===== config.mk =====
export PLATFORM = sky130hd
export DESIGN_NAME = mem_ctrl
export DESIGN_NICKNAME = d
export VERILOG_FILES = /design/src/rtl/mem_ctrl.sv
export SDC_FILE = /design/constraint.sdc
export NUM_CORES = 1
export LEC_CHECK = 0
export BUFFER_PORTS_ARGS = -buffer_cell sky130_fd_sc_hd__buf_2
export CAP_MARGIN = 20
export CORE_ASPECT_RATIO = 0.75
export CORE_MARGIN = 4
export CORE_UTILIZATION = 49
export CTS_CLUSTER_SIZE = 16
export DETAILED_ROUTE_END_ITERATION = 12
export HOLD_SLACK_MARGIN = 0.08
export PLACE_DENSITY = 0.77
export SLEW_MARGIN = 5
export SYNTH_ARGS = -nofsm -noshare
export SYNTH_HDL_FRONTEND = slang
export SYNTH_SLANG_ARGS = --single-unit

===== constraint.sdc =====
create_clock -name clk -period 2.4 [get_ports clk]
set_input_delay 0.48 -clock clk [delete_from_list [all_inputs] [get_ports clk]]
set_output_delay 0.48 -clock clk [all_outputs]
set_load 0.005 [all_outputs]

===== src/rtl/mem_ctrl.sv =====
//------------------------------------------------------------------------------
// Module   : mem_ctrl
// Brief    : Arbitrates instruction fetch, load and store requests onto a
//            byte-wide synchronous RAM port; multi-byte accesses are split
//            into consecutive little-endian byte cycles.
// Revision : 1.0 - initial release
//------------------------------------------------------------------------------
`default_nettype none

module mem_ctrl (
  input  logic        clk,
  input  logic        rst,
  input  logic        instruction_read_flag,
  input  logic [31:0] instruction_read_address_in,
  output logic        instruction_flag,
  output logic [31:0] instruction_read_address,
  output logic [31:0] instruction,
  input  logic        data_read_flag,
  input  logic        data_write_flag,
  input  logic [31:0] data_address,
  input  logic [1:0]  data_width,
  input  logic [31:0] data_write_data,
  output logic        data_flag,
  output logic [31:0] data_read_data,
  input  logic [7:0]  mem_din,
  output logic [7:0]  mem_dout,
  output logic [31:0] mem_a,
  output logic        mem_wr
);

  typedef enum logic [1:0] {S_IDLE, S_READ, S_WRITE, S_DONE} state_t;
  typedef enum logic [1:0] {T_FETCH, T_LOAD, T_STORE} req_t;

  state_t      r_state, w_state;
  req_t        r_type, w_type;
  logic [31:0] r_addr, w_addr;
  logic [2:0]  r_n, w_n;
  logic [2:0]  r_cnt, w_cnt;
  logic [31:0] r_wdata, w_wdata;
  logic [31:0] r_buf, w_buf;

  logic [31:0] w_mem_a;
  logic [7:0]  w_mem_dout;
  logic        w_mem_wr;
  logic        w_iflag, w_dflag;
  logic [31:0] w_instr, w_iaddr, w_rdata;
  logic [2:0]  w_cnt_inc;
  logic [1:0]  w_byte_idx;

  // Byte count of a data access; width code 3 is treated as a word.
  function automatic logic [2:0] f_width_n(input logic [1:0] w);
    case (w)
      2'd0:    return 3'd1;
      2'd1:    return 3'd2;
      default: return 3'd4;
    endcase
  endfunction

  assign w_cnt_inc  = r_cnt + 3'd1;
  // In READ, the byte arriving now was addressed one cycle earlier.
  assign w_byte_idx = r_cnt[1:0] - 2'd1;

  // Next-state and next-output logic; every output is a register loaded from here.
  always_comb begin
    w_state    = r_state;
    w_type     = r_type;
    w_addr     = r_addr;
    w_n        = r_n;
    w_cnt      = r_cnt;
    w_wdata    = r_wdata;
    w_buf      = r_buf;
    w_mem_a    = mem_a;
    w_mem_dout = mem_dout;
    w_mem_wr   = 1'b0;
    w_iflag    = 1'b0;
    w_dflag    = 1'b0;
    w_instr    = instruction;
    w_iaddr    = instruction_read_address;
    w_rdata    = data_read_data;
    case (r_state)
      S_IDLE: begin
        w_cnt = 3'd0;
        w_buf = 32'd0;
        if (data_write_flag) begin
          // Store wins, including when a load is requested at the same time.
          w_type     = T_STORE;
          w_addr     = data_address;
          w_n        = f_width_n(data_width);
          w_wdata    = data_write_data >> 8;
          w_mem_a    = data_address;
          w_mem_dout = data_write_data[7:0];
          w_mem_wr   = 1'b1;
          w_state    = S_WRITE;
        end else if (data_read_flag) begin
          w_type  = T_LOAD;
          w_addr  = data_address;
          w_n     = f_width_n(data_width);
          w_mem_a = data_address;
          w_state = S_READ;
        end else if (instruction_read_flag) begin
          w_type  = T_FETCH;
          w_addr  = instruction_read_address_in;
          w_n     = 3'd4;
          w_mem_a = instruction_read_address_in;
          w_state = S_READ;
        end
      end
      S_READ: begin
        w_cnt = w_cnt_inc;
        if (w_cnt_inc < r_n) begin
          w_mem_a = mem_a + 32'd1;
        end
        if (r_cnt != 3'd0) begin
          w_buf[{w_byte_idx, 3'b000} +: 8] = mem_din;
        end
        if (r_cnt == r_n) begin
          w_state = S_DONE;
          if (r_type == T_FETCH) begin
            w_iflag = 1'b1;
            w_instr = w_buf;
            w_iaddr = r_addr;
          end else begin
            w_dflag = 1'b1;
            w_rdata = w_buf;
          end
        end
      end
      S_WRITE: begin
        w_cnt = w_cnt_inc;
        if (w_cnt_inc < r_n) begin
          w_mem_a    = mem_a + 32'd1;
          w_mem_dout = r_wdata[7:0];
          w_wdata    = r_wdata >> 8;
          w_mem_wr   = 1'b1;
        end else begin
          w_state = S_DONE;
          w_dflag = 1'b1;
        end
      end
      S_DONE: begin
        w_state = S_IDLE;
      end
      default: begin
        w_state = S_IDLE;
      end
    endcase
  end

  // State and registered outputs; reset aborts any transaction silently.
  always_ff @(posedge clk) begin
    if (rst) begin
      r_state                  <= S_IDLE;
      r_type                   <= T_FETCH;
      r_addr                   <= 32'd0;
      r_n                      <= 3'd0;
      r_cnt                    <= 3'd0;
      r_wdata                  <= 32'd0;
      r_buf                    <= 32'd0;
      mem_a                    <= 32'd0;
      mem_dout                 <= 8'd0;
      mem_wr                   <= 1'b0;
      instruction_flag         <= 1'b0;
      data_flag                <= 1'b0;
      instruction              <= 32'd0;
      instruction_read_address <= 32'd0;
      data_read_data           <= 32'd0;
    end else begin
      r_state                  <= w_state;
      r_type                   <= w_type;
      r_addr                   <= w_addr;
      r_n                      <= w_n;
      r_cnt                    <= w_cnt;
      r_wdata                  <= w_wdata;
      r_buf                    <= w_buf;
      mem_a                    <= w_mem_a;
      mem_dout                 <= w_mem_dout;
      mem_wr                   <= w_mem_wr;
      instruction_flag         <= w_iflag;
      data_flag                <= w_dflag;
      instruction              <= w_instr;
      instruction_read_address <= w_iaddr;
      data_read_data           <= w_rdata;
    end
  end

endmodule

`default_nettype wire


==> results.md <==
* Row cnt at 46
* Synth Area in Compound Gates at 19.6%
* Fraction of registers with async set/reset at 0%
* Simple-gate portion of the synthesized area at 21.8%
* CP required at 2800 ps
* Cts bufs inserted at 25
* Final RePlAce weighted congestion at 0.948
* Final nets at 1618
* Dpl hpwl at 23.8 mm
* Finish-stage setup viols at 0
* P_leak at 5.42 nW
* Final count of hold timing violations at 0
* Crit path arrival time at 2740 ps
* Clk pwr share at 23.4%
* Clock Tree Buf Depth at 3
* Largest family of logic cells by synthesized area: simple AND/OR/NAND/NOR gates
* Residual DRC at 0
* Seq pwr share at 33.6%
* Setup crit end kind: flip-flop
* DIE AREA at 24400 µm²
* Hold Slack at 222 ps
* Switching portion of total power at 39.5%
* Area leader, netlist: dfxtp_1
* Vias in the first global route at 9622
* Mux cell area share after synthesis at 7.88%
* FF+latch count, synth at 237
* CTS Sinks at 237
* Fill cell count at 1828
* Drt wl/cell at 18.7 µm
* Crit path kind: reg2reg
* Global route overflow at 0
* Hold Path Class: in2reg
* Die Width at 179 µm
* Clock Latency Late Sink at 530 ps
* Share of layout cells above drive strength 1 at 27.3%
* Adder-cell share of the synthesized area at 1.75%
* Initial Util at 50.3%
* Min Tclk post-route at 2350 ps
* Mapped Nets at 1386
* Yosys top cell area share at 44.2%
* Maxcap violations at 0
* Most common flop cell mapped by yosys: dfxtp_1
* Cell area after synthesis at 10700 µm²
* Inst Count DP at 1748
* Total number of H-tree levels at 1
* I/O pins at 250
* Worst-Margin Slew at 937 ps
* TritonRoute pass-1 iters at 5
* Area of the multi-input gates at 5620 µm²
* Worst-path fanout max at 22
* Power Total at 16.8 mW
* Synth-to-layout area growth at 25.2%
* F_max at 0.426 GHz
* Post-synthesis instance total at 1260
* DR vias at 10500
* Post-Layout Cell Count at 1798
* Synth warn at 0
* P_int at 10.1 mW
* Clock root buffer master: clkbuf_16
* Core area at 21400 µm²
* Max Slew Vio Count at 0
* RSZ-0062 raised after global routing: false
* Post-Syn Area per Cell at 8.53 µm²
* Fin crit share at 97.8%
* Largest net degree at the start of global routing at 73
* XOR/XNOR Fraction of Synth Area at 0.245%
* Status: completed
* Sw power at 6.62 mW
* Reg area at 4750 µm²
* DRT Wirelength at 33.7 mm
* Vias per cell at 5.81
* Antenna violations before repair at 2
* Clk_skew at 20.3 ps
* Count of input and output buffers at 249
* Post-DRT Antenna Nets at 0
* Overall global routing resource usage at 26.3%
* CP startpoint kind: flip-flop
* 1st-iter DRT viols at 1026
* Die Ht at 136 µm
* Pwr Density at 1250 nW/µm²
* Gate power share at 43.0%
* Final worst setup slack at 52.6 ps
* Synth top area cells: dfxtp_1 44%, a211oi_1 7.3%, nor2_1 7.3%
* EDFF count, synth at 0
* Yosys cell types at 72
* CTS tree: built
* Sequential area share after synthesis at 44.2%
* Worst IR drop on VDD at 0.698 mV
* Place WS at -114 ps
* Relative slew slack at 37.1%
* First-pass GRT wire length at 51.8 mm
* Register clock-pin slew on the reported worst setup and hold paths at 60 ps
cell families after synthesis:
kind of cell / count (synthesis)
simple gates: 485
compound gates: 321
flops: 237
buf+inv: 117
mux: 82
fa+ha+maj: 15
xor+xnor: 3
power groups by stage:
stage | sequential, mW | combinational, mW | clock (mW)
after floorplan | 5.56 | 4.31 | 0
after global placement | 5.63 | 6.45 | 0
after detailed placement | 5.66 | 6.59 | 0
after CTS | 5.59 | 6.99 | 3.98
after global routing | 5.74 | 7.85 | 4.12
final | 5.64 | 7.20 | 3.92
registers in the layout (all words and copies together) (netlist names):
register / cells
r_buf: 32
mem_dout: 8
r_state: 2
instruction_flag: 1
r_type: 2
data_flag: 1
r_addr: 32
r_wdata: 24
data_read_data: 32
instruction: 32
instruction_read_address: 32
mem_wr: 1
r_n: 3
r_cnt: 3
mem_a: 32
Yosys cell counts, types with 9 or more instances:
library cell,instances
a211oi_1,105
a21oi_1,115
a22oi_1,13
buf_2,29
clkbuf_1,65
dfxtp_1,237
ha_1,15
inv_1,15
mux2_2,21
mux2i_1,61
nand2_1,114
nand2b_1,23
nand3_1,13
nand3b_1,10
nand4_1,18
nor2_1,208
nor3_1,24
nor3b_1,25
nor4_1,9
o21ai_0,26
o2bb2ai_1,9
through the flow:
stage / cell area [µm²] / util, % / TNS, ps
final: 13500 / 63.0 / 0
after global routing: 13500 / 63.0 / 0
after CTS: 13400 / 62.7 / 0
after detailed placement: 12400 / 58.2 / -329
after global placement: 12400 / 58.2 / 0
after floorplan: 10700 / - / 0
critical path, cell delays in order, from the launching register on:
cell and delay, ps:
dfxtp_4 370, ha_2 190, xor2_1 140, ha_2 180, or2_1 230, o22a_4 240
a21oi_4 180, buf_12 180, a21oi_1 90, a2111oi_1 420
cells in the final DEF (no fill, tap or decap), types with 4 or more instances in the layout:
| cell | netlist | final |
|---|---|---|
| buf_2 | 29 | 248 |
| nor3b_1 | 25 | 24 |
| nand4_1 | 18 | 18 |
| nand3_1 | 13 | 12 |
| clkbuf_8 | 0 | 10 |
| nor3_1 | 24 | 24 |
| clkinv_2 | 0 | 4 |
| nand2b_1 | 23 | 23 |
| a31oi_1 | 7 | 7 |
| or3_1 | 5 | 5 |
| buf_12 | 0 | 7 |
| nor4_1 | 9 | 9 |
| mux2i_1 | 61 | 61 |
| a311oi_1 | 4 | 4 |
| ha_1 | 15 | 9 |
| dfxtp_1 | 237 | 235 |
| a211oi_1 | 105 | 102 |
| mux2_2 | 21 | 21 |
| nor2_1 | 208 | 208 |
| nand3b_1 | 10 | 10 |
| and4_1 | 7 | 7 |
| clkbuf_16 | 0 | 25 |
| a32oi_1 | 7 | 7 |
| a21oi_1 | 115 | 114 |
| o2bb2ai_1 | 9 | 9 |
| o22ai_1 | 4 | 4 |
| buf_4 | 2 | 46 |
| and3_1 | 6 | 5 |
| nand2_1 | 114 | 114 |
| a22oi_1 | 13 | 12 |
| o21ai_0 | 26 | 26 |
| ha_2 | 0 | 5 |
| inv_1 | 15 | 13 |
per-layer routing:
layer	vias to the layer above	routed length [µm]	GRT usage, %
li1	4986	-	-
met1	4871	14900	38.5
met2	517	14300	38.5
met3	76	3580	6.12
met4	2	861	8.14
met5	-	13	0
what timing repair did:
action                                  4_1_cts  5_1_grt
hold buffers                                  0        0
cloned                                        2        0
gates resized for setup                       6       14
setup buffers                                 3        0
pin swaps                                     3       11
endpoints found under the setup margin       19       47
path summary, 6_finish.rpt:
check	depth (start not counted)	startpoint	slack (ps)	to
worst max register to register	9	r_cnt[0]$_SDFFE_PP0P_	50	mem_a[11]$_SDFFE_PP0P_
worst max-delay path	9	r_cnt[0]$_SDFFE_PP0P_	50	mem_a[11]$_SDFFE_PP0P_
worst min register to register	2	instruction_read_address[5]$_SDFFE_PP0P_	450	instruction_read_address[5]$_SDFFE_PP0P_
worst min-delay path	3	data_width[0]	220	r_n[1]$_SDFFE_PP0P_
area by class of cell:
type                            count  share of cell area (%)
Clock inverter                      8                   0.567
Inverter                           17                   0.474
Timing Repair Buffer              305                    13.5
Sequential cell                   237                    35.3
Clock buffer                       36                    5.70
Tap cell                          288                    2.68
Antenna cell                        1                  0.0186
Multi-Input combinational cell    906                    41.8
No activity file was read; power rests on OpenSTA's default activity.
